===== src/rtl/sd_spi_cmd_engine.sv =====
// Single-shot SPI-mode SD command engine: power-up clocks, one command, one R1-style capture.
// Define SD_CRC7_EN to compute the frame CRC7; otherwise the CMD0 constant is used.
module sd_spi_cmd_engine #(
   parameter int CLK_DIV      = 1,
   parameter int POWERUP_CLKS = 80,
   parameter int RESP_TIMEOUT = 128
) (
   input  logic        clk,
   input  logic        rst,
   input  logic [5:0]  command,
   input  logic [31:0] arg,
   output logic [39:0] response,
   output logic        response_ready,
   input  logic        miso,
   output logic        mosi,
   output logic        sdclk,
   output logic        sd_chip_select,
   output logic [3:0]  state_out
);

   typedef enum logic [3:0] {
      S_RESET   = 4'd0,
      S_POWERUP = 4'd1,
      S_SELECT  = 4'd2,
      S_LOAD    = 4'd3,
      S_SEND    = 4'd4,
      S_WAIT    = 4'd5,
      S_READ    = 4'd6,
      S_RELEASE = 4'd7,
      S_DONE    = 4'd8
   } state_t;

   state_t      state_q, state_d;
   logic [15:0] div_q, div_d;
   logic [15:0] cnt_q, cnt_d;
   logic [47:0] frame_q, frame_d;
   logic [39:0] resp_q, resp_d;
   logic        mosi_q, mosi_d;
   logic        sdclk_q, sdclk_d;
   logic        cs_q, cs_d;
   logic        ready_q, ready_d;
   logic        hit_q, hit_d;
   logic        running, tick, rise, fall;
   logic [6:0]  crc;

`ifdef SD_CRC7_EN
   function automatic logic [6:0] crc7_calc(input logic [39:0] d);
      logic [6:0] c;
      logic       fb;
      c = 7'd0;
      for (int i = 39; i >= 0; i--) begin
         fb = d[i] ^ c[6];
         c  = {c[5:0], 1'b0};
         if (fb) c = c ^ 7'h09;
      end
      return c;
   endfunction

   assign crc = crc7_calc({2'b01, command, arg});
`else
   assign crc = 7'h4A;
`endif

   always_comb begin
      running = state_q inside {S_POWERUP, S_SELECT, S_SEND,
                                S_WAIT, S_READ, S_RELEASE};
      tick    = running && (div_q == 16'(CLK_DIV - 1));
      rise    = tick && !sdclk_q;
      fall    = tick && sdclk_q;

      state_d = state_q;
      div_d   = running ? (tick ? 16'd0 : div_q + 16'd1) : 16'd0;
      sdclk_d = tick ? ~sdclk_q : sdclk_q;
      cnt_d   = rise ? cnt_q + 16'd1 : cnt_q;
      frame_d = frame_q;
      resp_d  = resp_q;
      mosi_d  = mosi_q;
      hit_d   = hit_q;

      unique case (state_q)
         S_RESET: state_d = S_POWERUP;
         S_POWERUP: begin
            if (fall && cnt_q == 16'(POWERUP_CLKS)) begin
               state_d = S_SELECT;
               cnt_d   = 16'd0;
            end
         end
         S_SELECT: begin
            if (fall && cnt_q == 16'd8) begin
               state_d = S_LOAD;
               cnt_d   = 16'd0;
               frame_d = {2'b01, command, arg, crc, 1'b1};
            end
         end
         S_LOAD: begin
            state_d = S_SEND;
            mosi_d  = frame_q[47];
         end
         S_SEND: begin
            if (fall) begin
               if (cnt_q == 16'd48) begin
                  state_d = S_WAIT;
                  cnt_d   = 16'd0;
                  mosi_d  = 1'b1;
               end else begin
                  frame_d = {frame_q[46:0], 1'b0};
                  mosi_d  = frame_q[46];
               end
            end
         end
         S_WAIT: begin
            if (rise && !miso) begin
               hit_d  = 1'b1;
               resp_d = {resp_q[38:0], 1'b0};
            end
            if (fall) begin
               if (hit_q) begin
                  state_d = S_READ;
                  cnt_d   = 16'd1;
                  hit_d   = 1'b0;
               end else if (cnt_q == 16'(RESP_TIMEOUT)) begin
                  state_d = S_RELEASE;
                  cnt_d   = 16'd0;
                  resp_d  = '1;
               end
            end
         end
         S_READ: begin
            if (rise) resp_d = {resp_q[38:0], miso};
            if (fall && cnt_q == 16'd40) begin
               state_d = S_RELEASE;
               cnt_d   = 16'd0;
            end
         end
         S_RELEASE: begin
            if (fall && cnt_q == 16'd8) begin
               state_d = S_DONE;
               cnt_d   = 16'd0;
            end
         end
         S_DONE: state_d = S_DONE;
         default: state_d = S_RESET;
      endcase

      // Card is selected from SELECT through the end of the response
      cs_d    = !(state_d inside {S_SELECT, S_LOAD, S_SEND,
                                  S_WAIT, S_READ});
      ready_d = (state_d == S_DONE);
   end

   always_ff @(posedge clk) begin
      if (rst) begin
         state_q <= S_RESET;
         div_q   <= 16'd0;
         cnt_q   <= 16'd0;
         frame_q <= 48'd0;
         resp_q  <= 40'd0;
         mosi_q  <= 1'b1;
         sdclk_q <= 1'b0;
         cs_q    <= 1'b1;
         ready_q <= 1'b0;
         hit_q   <= 1'b0;
      end else begin
         state_q <= state_d;
         div_q   <= div_d;
         cnt_q   <= cnt_d;
         frame_q <= frame_d;
         resp_q  <= resp_d;
         mosi_q  <= mosi_d;
         sdclk_q <= sdclk_d;
         cs_q    <= cs_d;
         ready_q <= ready_d;
         hit_q   <= hit_d;
      end
   end

   assign response       = resp_q;
   assign response_ready = ready_q;
   assign mosi           = mosi_q;
   assign sdclk          = sdclk_q;
   assign sd_chip_select = cs_q;
   assign state_out      = state_q;

endmodule


===== config.mk =====
export PLATFORM = sky130hd
export DESIGN_NAME = sd_spi_cmd_engine
export DESIGN_NICKNAME = d
export VERILOG_FILES = /design/src/rtl/sd_spi_cmd_engine.sv
export SDC_FILE = /design/constraint.sdc
export NUM_CORES = 1
export LEC_CHECK = 0
export CAP_MARGIN = 20
export CORE_MARGIN = 4
export CORE_UTILIZATION = 59
export DETAILED_ROUTE_END_ITERATION = 10
export PLACE_DENSITY = 0.86
export SYNTH_ARGS = -nofsm -noshare
export SYNTH_HDL_FRONTEND = slang
export SYNTH_SLANG_ARGS = --single-unit

===== constraint.sdc =====
create_clock -name clk -period 3.2 [get_ports clk]
set_input_delay 0.64 -clock clk [delete_from_list [all_inputs] [get_ports clk]]
set_output_delay 0.64 -clock clk [all_outputs]
set_load 0.05 [all_outputs]

==> metrics.md <==
| Metric | Value |
|---|---|
| Status | `finished clean` |
| Register area share after synthesis | `42.9%` |
| Tmin final | `2.75 ns` |
| Post-synth EDFFs | `0` |
| HP Class | `reg -> reg` |
| Antenna viol nets, final | `0` |
| Final setup violation count | `0` |
| Post-synth top cells | `nand2_1, dfxtp_1, a21oi_1` |
| CP endpoint kind | `output port` |
| Ratio of final minimum period to clock period | `86.0%` |
| Hold path start | `frame_q[28]` |
| Ys Warns | `0` |
| Syn nets | `806` |
| Die X | `109 um` |
| Compound-Gate Fraction of Synth Area | `10.8%` |
| Fill cells | `684` |
| First-pass GRT wire length | `24.0 mm` |
| Tot GR Track Use | `25.2%` |
| Internal | `2890 uW` |
| Full die area | `11,900 um^2` |
| DRC Markers | `0` |
| I/O pins | `89` |
| Post-synth top area share | `42.9%` |
| Synthesized instance count | `761` |
| Leak | `0.00268 uW` |
| Num CTS Buffers | `17` |
| Top cells by area, synth | `dfxtp_1, nand2_1, a21oi_1` |
| Setup bufs post-CTS | `0` |
| Sw frac | `22.5%` |
| Root Buffer | `clkbuf_8` |
| Total clock sinks | `129` |
| Max cap viols | `0` |
| Mux cell area share after synthesis | `6.65%` |
| Pins Over Slew Limit | `0` |
| CTS tree | `done` |
| Initial antenna violation count | `0` |
| Sequential cell area | `2580 um^2` |
| Port Buffers | `88` |
| Top-count cell post-synth | `nand2_1` |
| Vias in the first global route | `5,201` |
| Diodes inserted | `0` |
| Clk slew on worst S/H paths | `0.06 ns` |
| First-pass DRT Iterations | `5` |
| DRT iter0 DRCs | `350` |
| Die height | `109 um` |
| Layout area overhead | `24.5%` |
| Worst skew pair latency | `0.52 ns` |
| Post-Syn Area | `6020 um^2` |
| P_sw | `838 uW` |
| Total gr overflow | `0` |
| Simple-gate share of the synthesized area | `29.3%` |
| Maximum clock path buffer count | `2` |
| CP required | `2.56 ns` |
| # rows | `36` |
| Fin Clk Skew | `0.0100 ns` |
| Layout Nets | `872` |
| Slowest cell on crit path | `clkdlybuf4s50_1` |
| DR WL/cell | `14.8 um` |
| Synth area leader | `dfxtp_1` |
| Hold_buf cts | `0` |
| Critical path launch point | `state_out[2]` |
| Syn Area/Cell | `7.91 um^2` |
| Crit Path Category | `reg -> out` |
| Final Wtd Congestion | `0.922` |
| Synth Flop Type | `dfxtp_1` |
| Worst path cell trace | `clkdlybuf4s50_1` |
| Seq cells post-synth | `129` |
| Pin count of the biggest net entering global routing | `51` |
| Cell Pwr Density | `498 nW/um^2` |
| Combinational share of power | `4.7%` |
| Max-slew headroom | `50.6%` |
| Worst hold stages | `2` |
| R2r worst-path depth | `7` |
| Clock network power share | `51.9%` |
| Post-Synth Adder-Cell Area | `0.832%` |
| Fmax | `363 MHz` |
| Synth cell types | `57` |
| Critical Path Max Stage Delay | `0.94 ns` |
| Stages on the worst setup path | `1` |
| Layout cells sized above 1 | `7.38%` |
| Fin Hold WS | `0.451 ns` |
| Main combinational cell family by area after synthesis | `simple AND/OR/NAND/NOR gates` |
| Worst reg2reg startpoint | `state_out[0]` |
| XOR/XNOR share of the synthesized area | `4.51%` |
| Post-route setup TNS | `0 ns` |
| Peak VDD IR | `0.000361 V` |
| Crit path max-delay family | `buffers and inverters` |
| Dpl hpwl | `9.50 mm` |
| Vias per inst | `5.62` |
| Startpoint Class | `flip-flop` |
| Critical path data arrival time | `2.11 ns` |
| H-tree Lvls | `4` |
| Starting Density | `61.0%` |
| Post-CTS sizing | `0` |
| Buf+Inv Stages, Crit Path | `1` |
| Detailed-route via count | `5,464` |
| Core Box Area | `9860 um^2` |
| Worst-path fanout max | `15` |
| RSZ-0062 raised after global routing | `no` |
| Worst-Margin Slew | `0.740 ns` |
| Part of the power in registers | `43.4%` |
| Hold Fails Final Rpt | `0` |
| Area taken by multi-input logic gates | `3140 um^2` |
| Async SR Flop Fraction | `0%` |
| Routed Wire Length | `14.4 mm` |
## power by group through the flow
stage	registers (uW)	clock network, uW	logic (uW)
floorplan	1660	0	92.5
global placement	1650	0	167
detailed placement	1650	0	171
CTS	1620	1950	173
global route	1620	2040	188
finish	1620	1940	174
## logic make-up (layout without fill, tap and decap cells)
kind of cell | after synthesis | after routing
flip-flops | 129 | 129
adder cells (fa/ha/maj) | 4 | 4
buffers and inverters | 60 | 139
AND/OR/NAND/NOR | 376 | 376
AO/OA/AOI/OAI | 121 | 121
XOR/XNOR | 31 | 31
multiplexers | 40 | 40
## routing by layer
metal  vias up  global-route usage (%)  wire, um
met5         -                       0         0
li1       2705                       -         -
met4         0                    9.20       299
met3        31                    5.57       768
met1      2555                    31.2      6260
met2       173                    43.2      7040
## path summary, 6_finish.rpt
path	end	slack [ns]
max	state_out[2]	0.45
min	frame_q[28]	0.45
max reg2reg	response[18]	0.53
min reg2reg	frame_q[28]	0.45
## cells in the final DEF (no fill, tap or decap), types with 3 or more instances in the layout
cell	n
clkbuf_16	16
xor2_1	23
nor3_1	17
and2_1	3
dfxtp_1	129
bufinv_16	3
clkinv_4	6
o21ai_1	4
and4_1	5
a21oi_1	94
o21ai_0	7
nand3_1	27
buf_4	11
xnor2_1	8
nand2_1	222
nor3_2	10
nor4_1	4
inv_1	7
a31oi_1	3
inv_6	3
and3_1	9
mux2i_1	40
nand2b_1	3
nor4_2	4
ha_1	4
o211ai_1	3
nor2b_1	3
nor2_1	41
clkdlybuf4s50_1	87
nand4_1	9
## state kept, by name, indices dropped and copies added (netlist names)
signal	count
frame_q	48
response	40
cnt_q	16
div_q	16
state_out	4
hit_q	1
mosi	1
response_ready	1
sd_chip_select	1
sdclk	1
## metrics by stage
| stage | area, um^2 | power, uW | utilization, % | std cells | worst slack, ns |
|---|---|---|---|---|---|
| detailed placement | 6890 | 1830 | 69.9 | 941 | 0.625 |
| CTS | 7490 | 3750 | 75.9 | 973 | 0.459 |
| global route | 7490 | 3850 | 75.9 | 973 | 0.359 |
| finish | 7490 | 3730 | 75.9 | 973 | 0.447 |
| floorplan | 6020 | 1750 | - | 761 | 0.783 |
| global placement | 6890 | 1820 | 69.9 | 941 | 0.696 |
## area by class of cell
cell class / count / share of cell area [%]
clock buffers: 18 / 5.58
clock inverters: 14 / 2.42
inverters: 8 / 0.401
flip-flops and latches: 129 / 34.5
well taps: 133 / 2.22
repair buffers: 99 / 13.0
multi-input cells: 572 / 41.9
No activity file was read; power rests on OpenSTA's default activity.
